$ cat src/rtl/keypad_pkg.sv
// Shared keypad definitions: code width, default FIFO depth and the key code
// type used by both the scanner and the key buffer.
package keypad_pkg;

  localparam int CODE_W     = 4;
  localparam int FIFO_DEPTH = 8;

  typedef logic [CODE_W-1:0] key_code_t;

endpackage

$ cat src/rtl/hex_key_buffer_if.sv
// Bus between the keypad key buffer and its host: scanner input, FIFO drain
// port, status flags and the hex entry register.
interface hex_key_buffer_if
  import keypad_pkg::*;
#(
  parameter int DEPTH  = FIFO_DEPTH,
  parameter int DIGITS = 4
);

  localparam int CNT_W = $clog2(DEPTH) + 1;

  // valid is a level, and only its rising edge is a key event (code is
  // sampled then). rd_en pops the head only when !empty. rd_data is
  // fall-through and keeps the last head value while empty.
  logic                  valid;
  key_code_t             code;
  logic                  rd_en;
  logic                  clr_ovf;
  logic                  clr_digits;
  key_code_t             rd_data;
  logic                  empty;
  logic                  full;
  logic [CNT_W-1:0]      count;
  logic                  overflow;
  logic [4*DIGITS-1:0]   digits;

  modport master (
    output valid, code, rd_en, clr_ovf, clr_digits,
    input  rd_data, empty, full, count, overflow, digits
  );

  modport slave (
    input  valid, code, rd_en, clr_ovf, clr_digits,
    output rd_data, empty, full, count, overflow, digits
  );

endinterface

$ cat src/rtl/keypad_fifo.sv
// Synchronous first-word-fall-through FIFO with a separate occupancy counter,
// so full and empty never depend on pointer comparison.
module keypad_fifo
  import keypad_pkg::*;
#(
  parameter int DEPTH = FIFO_DEPTH,
  parameter int W     = CODE_W
) (
  input  logic                       clk,
  input  logic                       rst,
  input  logic                       push,
  input  logic                       pop,
  input  logic [W-1:0]               wr_data,
  output logic [W-1:0]               rd_data,
  output logic [$clog2(DEPTH):0]     count,
  output logic                       full,
  output logic                       empty
);

  localparam int PTR_W = $clog2(DEPTH);
  localparam int CNT_W = PTR_W + 1;

  logic [W-1:0]     mem_q [DEPTH];
  logic [PTR_W-1:0] wr_ptr_q, wr_ptr_d;
  logic [PTR_W-1:0] rd_ptr_q, rd_ptr_d;
  logic [CNT_W-1:0] count_q, count_d;
  logic [W-1:0]     rd_data_q, rd_data_d;
  logic             full_q, full_d;
  logic             empty_q, empty_d;
  logic             do_push;
  logic             do_pop;

  always_comb begin
    do_pop    = pop && (count_q != '0);
    // A pop in the same cycle frees the slot a full FIFO needs for the push.
    do_push   = push && ((count_q != CNT_W'(DEPTH)) || do_pop);
    wr_ptr_d  = do_push ? wr_ptr_q + PTR_W'(1) : wr_ptr_q;
    rd_ptr_d  = do_pop  ? rd_ptr_q + PTR_W'(1) : rd_ptr_q;
    count_d   = count_q;
    if (do_push && !do_pop) count_d = count_q + CNT_W'(1);
    if (do_pop && !do_push) count_d = count_q - CNT_W'(1);

    rd_data_d = rd_data_q;
    if (do_pop && (count_q > CNT_W'(1))) begin
      rd_data_d = mem_q[rd_ptr_q + PTR_W'(1)];
    end else if (do_push && ((count_q == '0) || (do_pop && (count_q == CNT_W'(1))))) begin
      rd_data_d = wr_data;
    end

    empty_d = (count_d == '0);
    full_d  = (count_d == CNT_W'(DEPTH));
  end

  always_ff @(posedge clk) begin
    if (rst) begin
      wr_ptr_q  <= '0;
      rd_ptr_q  <= '0;
      count_q   <= '0;
      rd_data_q <= '0;
      empty_q   <= 1'b1;
      full_q    <= 1'b0;
    end else begin
      wr_ptr_q  <= wr_ptr_d;
      rd_ptr_q  <= rd_ptr_d;
      count_q   <= count_d;
      rd_data_q <= rd_data_d;
      empty_q   <= empty_d;
      full_q    <= full_d;
    end
  end

  always_ff @(posedge clk) begin
    if (do_push) mem_q[wr_ptr_q] <= wr_data;
  end

  assign rd_data = rd_data_q;
  assign count   = count_q;
  assign full    = full_q;
  assign empty   = empty_q;

endmodule

$ cat src/rtl/hex_key_buffer.sv
// Turns the scanner's level valid/code into single key events, queues them in
// a FWFT FIFO and shifts them into a hex entry register for the display.
module hex_key_buffer
  import keypad_pkg::*;
#(
  parameter int DEPTH  = FIFO_DEPTH,
  parameter int DIGITS = 4
) (
  input  logic              clk,
  input  logic              rst,
  hex_key_buffer_if.slave   bus
);

  localparam int DW    = 4 * DIGITS;
  localparam int CNT_W = $clog2(DEPTH) + 1;

  logic          valid_q, valid_d;
  logic          overflow_q, overflow_d;
  logic [DW-1:0] digits_q, digits_d;
  logic [DW-1:0] digits_base;
  logic          key_event;
  logic          drop;

  key_code_t        fifo_rd_data;
  logic [CNT_W-1:0] fifo_count;
  logic             fifo_full;
  logic             fifo_empty;

  keypad_fifo #(
    .DEPTH (DEPTH),
    .W     (CODE_W)
  ) u_fifo (
    .clk     (clk),
    .rst     (rst),
    .push    (key_event),
    .pop     (bus.rd_en),
    .wr_data (bus.code),
    .rd_data (fifo_rd_data),
    .count   (fifo_count),
    .full    (fifo_full),
    .empty   (fifo_empty)
  );

  always_comb begin
    valid_d   = bus.valid;
    key_event = bus.valid && !valid_q;
    // Full implies non-empty, so any rd_en here is a real pop that makes room.
    drop      = key_event && fifo_full && !bus.rd_en;

    overflow_d = overflow_q;
    if (bus.clr_ovf) overflow_d = 1'b0;
    if (drop)        overflow_d = 1'b1;

    digits_base = bus.clr_digits ? '0 : digits_q;
    digits_d    = key_event ? {digits_base[DW-5:0], bus.code} : digits_base;
  end

  always_ff @(posedge clk) begin
    if (rst) begin
      valid_q    <= 1'b1;
      overflow_q <= 1'b0;
      digits_q   <= '0;
    end else begin
      valid_q    <= valid_d;
      overflow_q <= overflow_d;
      digits_q   <= digits_d;
    end
  end

  assign bus.rd_data  = fifo_rd_data;
  assign bus.count    = fifo_count;
  assign bus.full     = fifo_full;
  assign bus.empty    = fifo_empty;
  assign bus.overflow = overflow_q;
  assign bus.digits   = digits_q;

endmodule

$ cat src/flat_wrapper.sv
// flat-port wrapper written by rule: the top's interface ports become plain ports
module hex_key_buffer_flat import keypad_pkg::*;
#(
  parameter int DEPTH  = FIFO_DEPTH,
  parameter int DIGITS = 4
)
  (clk, rst, bus_valid, bus_code, bus_rd_en, bus_clr_ovf, bus_clr_digits, bus_rd_data, bus_empty, bus_full, bus_count, bus_overflow, bus_digits);
  hex_key_buffer_if #(.DEPTH(DEPTH), .DIGITS(DIGITS)) bus_i ();
  input  logic clk;
  input  logic rst;
  input wire logic [$bits(bus_i.valid)-1:0] bus_valid;
  input wire logic [$bits(bus_i.code)-1:0] bus_code;
  input wire logic [$bits(bus_i.rd_en)-1:0] bus_rd_en;
  input wire logic [$bits(bus_i.clr_ovf)-1:0] bus_clr_ovf;
  input wire logic [$bits(bus_i.clr_digits)-1:0] bus_clr_digits;
  output wire logic [$bits(bus_i.rd_data)-1:0] bus_rd_data;
  output wire logic [$bits(bus_i.empty)-1:0] bus_empty;
  output wire logic [$bits(bus_i.full)-1:0] bus_full;
  output wire logic [$bits(bus_i.count)-1:0] bus_count;
  output wire logic [$bits(bus_i.overflow)-1:0] bus_overflow;
  output wire logic [$bits(bus_i.digits)-1:0] bus_digits;
  assign bus_i.valid = bus_valid;
  assign bus_i.code = bus_code;
  assign bus_i.rd_en = bus_rd_en;
  assign bus_i.clr_ovf = bus_clr_ovf;
  assign bus_i.clr_digits = bus_clr_digits;
  assign bus_rd_data = bus_i.rd_data;
  assign bus_empty = bus_i.empty;
  assign bus_full = bus_i.full;
  assign bus_count = bus_i.count;
  assign bus_overflow = bus_i.overflow;
  assign bus_digits = bus_i.digits;
  hex_key_buffer #(.DEPTH(DEPTH), .DIGITS(DIGITS)) u_core (.clk(clk), .rst(rst), .bus(bus_i));
endmodule
$ cat config.mk
export PLATFORM = sky130hd
export DESIGN_NAME = hex_key_buffer_flat
export DESIGN_NICKNAME = d
export VERILOG_FILES = /design/src/rtl/keypad_pkg.sv /design/src/rtl/hex_key_buffer_if.sv /design/src/rtl/keypad_fifo.sv /design/src/rtl/hex_key_buffer.sv /design/src/flat_wrapper.sv
export SDC_FILE = /design/constraint.sdc
export NUM_CORES = 1
export LEC_CHECK = 0
export ABC_AREA = 1
export CAP_MARGIN = 20
export CORE_MARGIN = 2
export CORE_UTILIZATION = 59
export CTS_CLUSTER_DIAMETER = 150
export DETAILED_ROUTE_END_ITERATION = 8
export PLACE_DENSITY = 0.84
export SLEW_MARGIN = 20
export SYNTH_ARGS = -nofsm -noshare
export SYNTH_HDL_FRONTEND = slang
export SYNTH_SLANG_ARGS = --single-unit
$ cat constraint.sdc
create_clock -name clk -period 2.95 [get_ports clk]
set_clock_uncertainty 0.05 [all_clocks]
set_input_delay 0.59 -clock clk [delete_from_list [all_inputs] [get_ports clk]]
set_output_delay 0.59 -clock clk [all_outputs]
set_load 0.01 [all_outputs]
# ---- After elaboration in Yosys (flattened, before gate mapping)
# Memory sizes are Yosys's and may differ from the RTL's.
# Index checks and enable logic that the tools add are counted.
dict set report word_totals {
  latch_bits 0
  wordCells 51
  mem_bits_ro 0
  ram_bits 32
  register_bits 34
  n_memories 1
  in_bits 10
}
# memory words width rd rd_ports_with_merged_regs write_ports line_no
set memory_table {}
lappend memory_table {u_core.u_fifo.mem_q 8 4 1 0 1 keypad_fifo.sv:23} ;# logic [W-1:0] mem_q [DEPTH];
dict set report classes {
  shifts 0
  n_bitwise 0
  n_eq_ne 3
  multipliers 0
  order_cmp 1
  muxes 10
  div 0
  add_sub_neg 4
  n_reduce_logical 22
}
# operator count
set op_table {}
lappend op_table {{$mux W16} 2}
lappend op_table {{$mux W4} 4}
lappend op_table {{$logic_and A1 B1 Y1} 10}
lappend op_table {{$logic_not A4 Y1} 2}
lappend op_table {{$add A3 B1 Y3 const B} 2}
lappend op_table {{$reduce_bool A2 Y1} 3}
lappend op_table {{$add A4 B1 Y4 const B} 1}
lappend op_table {{$eq A4 B1 Y1 const B} 1}
lappend op_table {{$eq A4 B4 Y1 const B} 1}
lappend op_table {{$gt A4 B1 Y1 const B} 1}
lappend op_table {{$logic_not A1 Y1} 4}
lappend op_table {{$mux W1} 4}
lappend op_table {{$ne A4 B4 Y1 const B} 1}
lappend op_table {{$reduce_bool A4 Y1} 1}
lappend op_table {{$sub A4 B1 Y4 const B} 1}
lappend op_table {{$logic_or A1 B1 Y1} 2}

# ---- Longest topological paths before layout
# Gate-level depths: netlist of run 1.
dict set report logic_depth {
  word_depth 8
  ltp_mapped 10
  mapped_depth_nobuf 10
}

# ---- By module
# Synthesis of run 1 repeated with hierarchy kept, for this count alone.
dict set report hier_totals {
  hier_cells 359
  area_unflattened_um2 3020.4
}
# module cells_per_inst area_each_um2 instances
set by_module_without_submodules {}
lappend by_module_without_submodules {keypad_fifo 252 2277.2 1}
lappend by_module_without_submodules {hex_key_buffer 107 743.2 1}

# ---- Worst setup path before layout of run 1
# OpenSTA, ideal clock, no wires.
dict set report synth_path {
  kind {register to register}
  from {register u_core.u_fifo.count_q[0] (netlist: u_core.u_fifo.count[0])}
  to {memory u_core.u_fifo.mem_q[7][0] (netlist name), enable pin}
  synth_period_minus_slack_ns 2.025
  t_arrival_ns 1.645
  slack_ns 0.925
  stages_incl_launch_ff 10
  path_buffers 0
  setup_ns 0.329
  path_cell_list {dfxtp_1 -> inv_1 -> ha_1 -> nand2_1 -> nor2_2 -> nor2_4 -> inv_1 -> nor2_1 -> inv_2 -> nor2_1}
}
dict set report synth_via {
  elab_chain_cells 6
  word_cells_on_any_way 7
  classes_between {eq/ne: 1; mux: 2; reduce/logical: 4}
}
# item line_no
set synth_lines {}
lappend synth_lines {{from (decl)} keypad_fifo.sv:26} ;# logic [CNT_W-1:0] count_q, count_d;
lappend synth_lines {{from (signal assigned)} keypad_fifo.sv:65} ;# count_q <= count_d;
lappend synth_lines {{$reduce_bool A4 Y1} keypad_fifo.sv:34} ;# do_pop = pop && (count_q != '0);
lappend synth_lines {{$logic_and A1 B1 Y1} keypad_fifo.sv:34}
lappend synth_lines {{$logic_or A1 B1 Y1 (*)} keypad_fifo.sv:36} ;# do_push = push && ((count_q != CNT_W'(DEPTH)) || do_pop);
lappend synth_lines {{$logic_and A1 B1 Y1 (*)} keypad_fifo.sv:36}
lappend synth_lines {{$mux W1 (*)} keypad_fifo.sv:73} ;# if (do_push) mem_q[wr_ptr_q] <= wr_data;
lappend synth_lines {{$mux W1 (implied by the code) (*)} keypad_fifo.sv:73}
lappend synth_lines {{to (decl)} keypad_fifo.sv:23}
# Every way passes the cells marked *; elsewhere a longest branch is shown, timed or not.

# ---- Worst setup path in the final report of run 1
dict set report layout_path {
  from {register u_core.u_fifo.count_q[0] (netlist: u_core.u_fifo.count[0])}
  to {memory u_core.u_fifo.mem_q[3][0] (netlist name), enable pin}
}
# Same word-level chain as after synthesis.

==> run summary, run 1 <==
status -> finished, final reports clean
# clock sinks -> 66
IO Pins -> 37
Critical path origin -> u_core.u_fifo.count[0]
Iter 0 DRT Violations -> 197
vias in the first global route -> 2178
die height -> 74.1 microns
Synth Warn # -> 0
placed insts -> 413
HPWL after detailed placement -> 4230 microns
number of fill cells in the layout -> 345
VDD IR-drop max -> 0.000448 V
wire length per cell -> 14.9 microns
Final Hold Fails -> 0
Post-DRT Antenna Nets -> 0
CP max-delay cell -> dfxtp_1
Post-Syn Area -> 2900 sq um
setup bufs post-CTS -> 0
Chip Width -> 74.1 microns
Syn Area/Cell -> 9.09 sq um
Resize count post-CTS -> 0
CTS buffer count -> 9
initial core utilization -> 0.614
Setup Crit Path Kind -> flip-flop to flip-flop
DRC -> 0
P per Cell Area -> 876 nW/um^2
CP cell instances -> inv_1, ha_1, nand2_1, nor2_2, nor2_4, inv_1, nor2_1, inv_2, nor2_1
Critical Path Fanout Max -> 8
Max-Cap Viols -> 0
Final Net Count -> 372
Startpoint Class -> flip-flop
Worst-Margin Slew -> 0.672 ns
Non-Filler Instances -> 429
Post-Syn Instances -> 319
initial antenna violation count -> 0
Setup TNS -> 0 ns
fmax -> 0.433 GHz
PortBufs -> 36
CP endpoint kind -> flip-flop
commonest non-fill, non-tap cell in the layout -> nand2_1
wirelength, routed -> 6370 microns
unrepaired setup endpoints after global routing -> no
DIE AREA -> 5490 sq um
routed vias/inst -> 5.49
All-Layer GR Usage -> 0.254
pins over their slew limit -> 0
first-pass GRT wire length -> 10200 microns
Hold WC Path Type -> flip-flop to flip-flop
Critical R2R Launch -> u_core.u_fifo.count[0]
Critical Path RT -> 2.90 ns
largest net degree at the start of global routing -> 25
final setup fails -> 0
P_leak -> 1.30 nW
Hold Path Origin -> u_core.bus.digits[12]
FF+latch area -> 1640 sq um
H-tree Lvls -> 3
multi-input logic area -> 1100 sq um
slowest stage delay, CP -> 0.45 ns
register bit count reported by yosys -> 66
Max-slew headroom -> 0.552
via count -> 2355
global route overflow -> 0
Root Buffer -> clkbuf_8
placer's final routability congestion estimate -> 0.942
ratio of cells with drive above 1 in the final layout -> 0.0994
clk slew on worst S/H paths -> 0.07 ns
Rows -> 25
CTS tree -> done
Tcrit/Tclk final -> 0.783
Post-CTS Hold Fix Bufs -> 0
area delta synth->final -> 21.3%
number of distinct library cells after synthesis -> 28
Tmin final -> 2.31 ns
clk buf depth -> 2
CP Data Arrival Time -> 2.26 ns
sequential cell area fraction in the yosys report -> 0.566
DRT Pass-1 Iters -> 6
core footprint -> 4720 sq um
commonest cells after routing, fill and taps aside -> 47 x nand2_1, 41 x nor2_1, 40 x nand3_1, 36 x clkdlybuf4s50_1, 34 x dfxtp_1
clk_lat worst skew -> 0.34 ns
Net Count, Synth -> 334
Diodes inserted -> 0
-- through the flow --
stage | utilization | setup WS [ns] | area [sq um] | power, mW | hold WS, ns
final | 0.745 | 0.640 | 3520 | 3.08 | 0.411
after global routing | 0.745 | 0.419 | 3520 | 3.28 | 0.437
after CTS | 0.745 | 0.623 | 3520 | 3.08 | 0.411
after detailed placement | 0.701 | 0.331 | 3310 | 2.28 | 0.403
after global placement | 0.701 | 0.443 | 3310 | 2.26 | 0.401
after floorplan | - | 0.925 | 2900 | 1.97 | 0.433
-- layer usage --
metal / vias to the layer above / global-route usage / share of wire
met5: - / 0 / 0
met4: 0 / 0.127 / 0.026
met1: 1070 / 0.334 / 0.43
li1: 1153 / - / -
met3: 21 / 0.0528 / 0.069
met2: 111 / 0.401 / 0.48
-- state kept, by name (all words and copies together) (netlist names) --
register	cells
u_core.bus.digits	16
u_core.bus.overflow	1
u_core.u_fifo.count	4
u_core.u_fifo.empty	1
u_core.u_fifo.full	1
u_core.u_fifo.mem_q	32
u_core.u_fifo.rd_data	4
u_core.u_fifo.rd_ptr_q	3
u_core.u_fifo.wr_ptr_q	3
u_core.valid_q	1
-- cell usage after synthesis (all sizes together) --
| library cell | n | share of area |
|---|---|---|
| nand2 | 53 | 0.077 |
| nor2 | 46 | 0.069 |
| nand3 | 42 | 0.076 |
| dfxtp | 34 | 0.23 |
| a21oi | 32 | 0.063 |
| edfxtp | 32 | 0.33 |
| inv | 24 | 0.031 |
| o21ai | 23 | 0.040 |
| buf | 8 | 0.016 |
| clkbuf | 5 | 0.0065 |
| ha | 5 | 0.022 |
| o21bai | 4 | 0.010 |
| o22ai | 4 | 0.0086 |
| clkinv | 2 | 0.0030 |
| nand4 | 2 | 0.0043 |
| xor2 | 2 | 0.0060 |
| or2 | 1 | 0.0022 |
-- cell type report --
class	count	area share
timing repair buffer	40	0.111
tap	67	0.0238
inverter	26	0.0281
clock buffer	9	0.0352
multi-input combinational	214	0.312
sequential	66	0.467
clock inverter	7	0.0238
-- final timing paths --
path	end	depth (start not counted)	slack, ns
worst min-delay path	u_core.bus.digits[12]	2	0.41
worst max-delay path	u_core.u_fifo.mem_q[3][0]	9	0.64
worst max register to register	u_core.u_fifo.mem_q[3][0]	9	0.64
worst min register to register	u_core.bus.digits[12]	2	0.41
-- cell families (layout without fill, tap and decap cells) --
group | count (synthesis) | after routing | share of synthesized area
simple gates | 144 | 144 | 0.229
flops | 66 | 66 | 0.566
compound gates | 63 | 63 | 0.122
buf+inv | 39 | 82 | 0.0561
fa+ha+maj | 5 | 5 | 0.0216
xor+xnor | 2 | 2 | 0.00604
-- worst max-delay path: cells and delay by family, from the launching register on --
kind / cells / cell delay (ns)
AND/OR/NAND/NOR: 5 / 0.87
adder cells (fa/ha/maj): 1 / 0.30
flip-flops: 1 / 0.45
buffers and inverters: 3 / 0.31
-- where the power goes --
part	internal [mW]	switching (mW)	total (mW)
Sequential	1.05	0.0803	1.13
Combinational	0.448	0.704	1.15
Clock	0.465	0.336	0.802
(Power assumes the default switching activity.)
==> run 2: changes to the inputs <==
--- a/config.mk
+++ b/config.mk
@@ -8,10 +8,10 @@
 export ABC_AREA = 1
 export CAP_MARGIN = 20
 export CORE_MARGIN = 2
-export CORE_UTILIZATION = 59
+export CORE_UTILIZATION = 49
 export CTS_CLUSTER_DIAMETER = 150
 export DETAILED_ROUTE_END_ITERATION = 8
-export PLACE_DENSITY = 0.84
+export PLACE_DENSITY = 0.75
 export SLEW_MARGIN = 20
 export SYNTH_ARGS = -nofsm -noshare
 export SYNTH_HDL_FRONTEND = slang
==> constraint.sdc (replaced) <==
create_clock -name clk -period 2.1 [get_ports clk]
set_clock_uncertainty 0.05 [all_clocks]
set_input_delay 0.42 -clock clk [delete_from_list [all_inputs] [get_ports clk]]
set_output_delay 0.42 -clock clk [all_outputs]
set_load 0.01 [all_outputs]
==> run 2 against run 1 <==
Sequential share of layout area fell by 0.75 points. Critical path type unchanged. Combinational power up 46%. Register-to-register slack worse by 0.44 ns. Total power increased by 35%. Non-clock buffer count rose by 11. Clock-buffer cell count increased by 4. Clock power rose by 16%.
==> run summary, run 2 (same netlist as run 1, synthesis figures left out) <==
Resize count post-CTS -> 0 (unchanged)
# clock sinks -> 66 (unchanged)
Chip Width -> 80.9 microns (was 74.1 microns)
CP endpoint kind -> flip-flop (unchanged)
grt met2 use -> 0.303 (was 0.401)
setup bufs post-CTS -> 0 (unchanged)
wirelength, routed -> 5860 microns (was 6370 microns)
die height -> 80.9 microns (was 74.1 microns)
pins over their slew limit -> 0 (unchanged)
Most Crowded Layer GR -> met2 (unchanged)
Tmin final -> 1.90 ns (was 2.31 ns)
DRC -> 0 (unchanged)
initial antenna violation count -> 0 (unchanged)
Rows -> 28 (was 25)
CTS tree -> done (unchanged)
Hold WC Path Type -> flip-flop to flip-flop (unchanged)
commonest cells after routing, fill and taps aside -> 47 x nand2_1, 41 x nor2_1, 40 x nand3_1, 36 x clkdlybuf4s50_1, 34 x dfxtp_1 (unchanged)
multi-input logic area -> 1100 sq um (unchanged)
first-pass GRT wire length -> 9420 microns (was 10200 microns)
CP cell instances -> inv_1, ha_1, nand2_1, nor2_2, nor2_4, inv_1, nor2_1, inv_2, nor2_1 (unchanged)
delay-heaviest family, CP -> simple AND/OR/NAND/NOR gates (unchanged)
status -> finished, final reports clean (unchanged)
Iter 0 DRT Violations -> 192 (was 197)
ratio of cells with drive above 1 in the final layout -> 0.126 (was 0.0994)
Critical Path Fanout Max -> 5 (was 8)
placer's final routability congestion estimate -> 0.822 (was 0.942)
fmax -> 0.527 GHz (was 0.433 GHz)
Tcrit/Tclk final -> 0.904 (was 0.783)
routing usage on met1 -> 0.254 (was 0.334)
global route overflow -> 0 (unchanged)
Final Net Count -> 383 (was 372)
DIE AREA -> 6550 sq um (was 5490 sq um)
All-Layer GR Usage -> 0.194 (was 0.254)
commonest non-fill, non-tap cell in the layout -> nand2_1 (unchanged)
unrepaired setup endpoints after global routing -> no (unchanged)
FF+latch area -> 1640 sq um (unchanged)
Worst-Margin Slew -> 0.436 ns (was 0.672 ns)
H-tree Lvls -> 3 (unchanged)
Root Buffer -> clkbuf_8 (unchanged)
Reg with most FFs -> u_core.u_fifo.mem_q (unchanged)
clk slew on worst S/H paths -> 0.07 ns (about the same)
CTS buffer count -> 9 (unchanged)
CP Data Arrival Time -> 1.85 ns (was 2.26 ns)
Max-slew headroom -> 0.709 (was 0.552)
Final Hold Fails -> 0 (unchanged)
CP max-delay cell -> dfxtp_1 (unchanged)
vias in the first global route -> 2064 (was 2178)
IO Pins -> 37 (unchanged)
clk buf depth -> 2 (unchanged)
initial core utilization -> 0.499 (was 0.614)
pre-CTS setup slack -> -0.0708 ns (was 0.331 ns)
clk_lat worst skew -> 0.34 ns (about the same)
Diodes inserted -> 0 (unchanged)
PortBufs -> 36 (unchanged)
worst path buffer plus inverter count -> 3 (unchanged)
P_leak -> 1.35 nW (was 1.30 nW)
DRT Pass-1 Iters -> 4 (was 6)
final setup fails -> 0 (unchanged)
HPWL after detailed placement -> 4150 microns (was 4230 microns)
largest net degree at the start of global routing -> 22 (was 25)
area delta synth->final -> 23.3% (was 21.3%)
Post-DRT Antenna Nets -> 0 (unchanged)
max FFs per register -> 32 (unchanged)
Setup Crit Path Kind -> flip-flop to flip-flop (unchanged)
routed vias/inst -> 5.14 (was 5.49)
core footprint -> 5820 sq um (was 4720 sq um)
Max-Cap Viols -> 0 (unchanged)
worst setup margin -> 0.202 ns (was 0.640 ns)
P per Cell Area -> 1160 nW/um^2 (was 876 nW/um^2)
VDD IR-drop max -> 0.000486 V (was 0.000448 V)
number of fill cells in the layout -> 499 (was 345)
slowest stage delay, CP -> 0.39 ns (was 0.45 ns)
via count -> 2304 (was 2355)
Startpoint Class -> flip-flop (unchanged)
Post-CTS Hold Fix Bufs -> 0 (unchanged)
met3 Use GR -> 0.0600 (was 0.0528)
Critical Path RT -> 2.05 ns (was 2.90 ns)
wire length per cell -> 13.1 microns (was 14.9 microns)
Final Total Pwr -> 4.15 mW (was 3.08 mW)
-- run 2: cell types whose count changed in the layout (fill, tap and decap cells not counted), sizes merged --
cell and change:
clkinvlp -1, clkbuf +4, bufinv -2, clkinv -1
buf +11
-- run 2: cell type report --
class,count,area share
tap,75,0.0262
clock inverter,3,0.00385
clock buffer,13,0.0444
sequential,66,0.459
inverter,26,0.0276
multi-input combinational,214,0.307
timing repair buffer,51,0.132
-- run 2: path summary, 6_finish.rpt --
kind	slack [ns]	cells past startpoint	end	startpoint
hold / removal	0.42	2	u_core.bus.digits[15]	u_core.bus.digits[15]
setup / recovery	0.20	9	u_core.u_fifo.mem_q[7][1]	u_core.u_fifo.count[1]
hold reg to reg	0.42	2	u_core.bus.digits[15]	u_core.bus.digits[15]
setup reg to reg	0.20	9	u_core.u_fifo.mem_q[7][1]	u_core.u_fifo.count[1]
-- run 2: tightest hold or removal path, cell delays in order, from the launching register on --
cell and delay [ns]:
dfxtp_1 0.31, nand2_1 0.06, a21oi_1 0.05
-- run 2: report_power, final --
group	switching [mW]	total, mW	internal, mW
clock network	0.445	0.931	0.486
logic	0.998	1.68	0.680
registers	0.0679	1.54	1.47
-- run 2: stage by stage --
step | hold slack (ns) | util | area (sq um) | TNS [ns] | cells
detailed placement | 0.409 | 0.585 | 3400 | -1.11 | 432
global placement | 0.403 | 0.585 | 3400 | -0.292 | 432
floorplan | 0.433 | - | 2900 | 0 | 319
CTS | 0.422 | 0.615 | 3580 | 0 | 448
finish | 0.416 | 0.615 | 3580 | 0 | 448
global route | 0.442 | 0.615 | 3580 | 0 | 448
-- run 2: routing by layer --
layer  wire length [microns]  share of wire
met3                     330          0.056
met4                      74          0.013
met1                    2720           0.46
met2                    2730           0.47
met5                       0              0
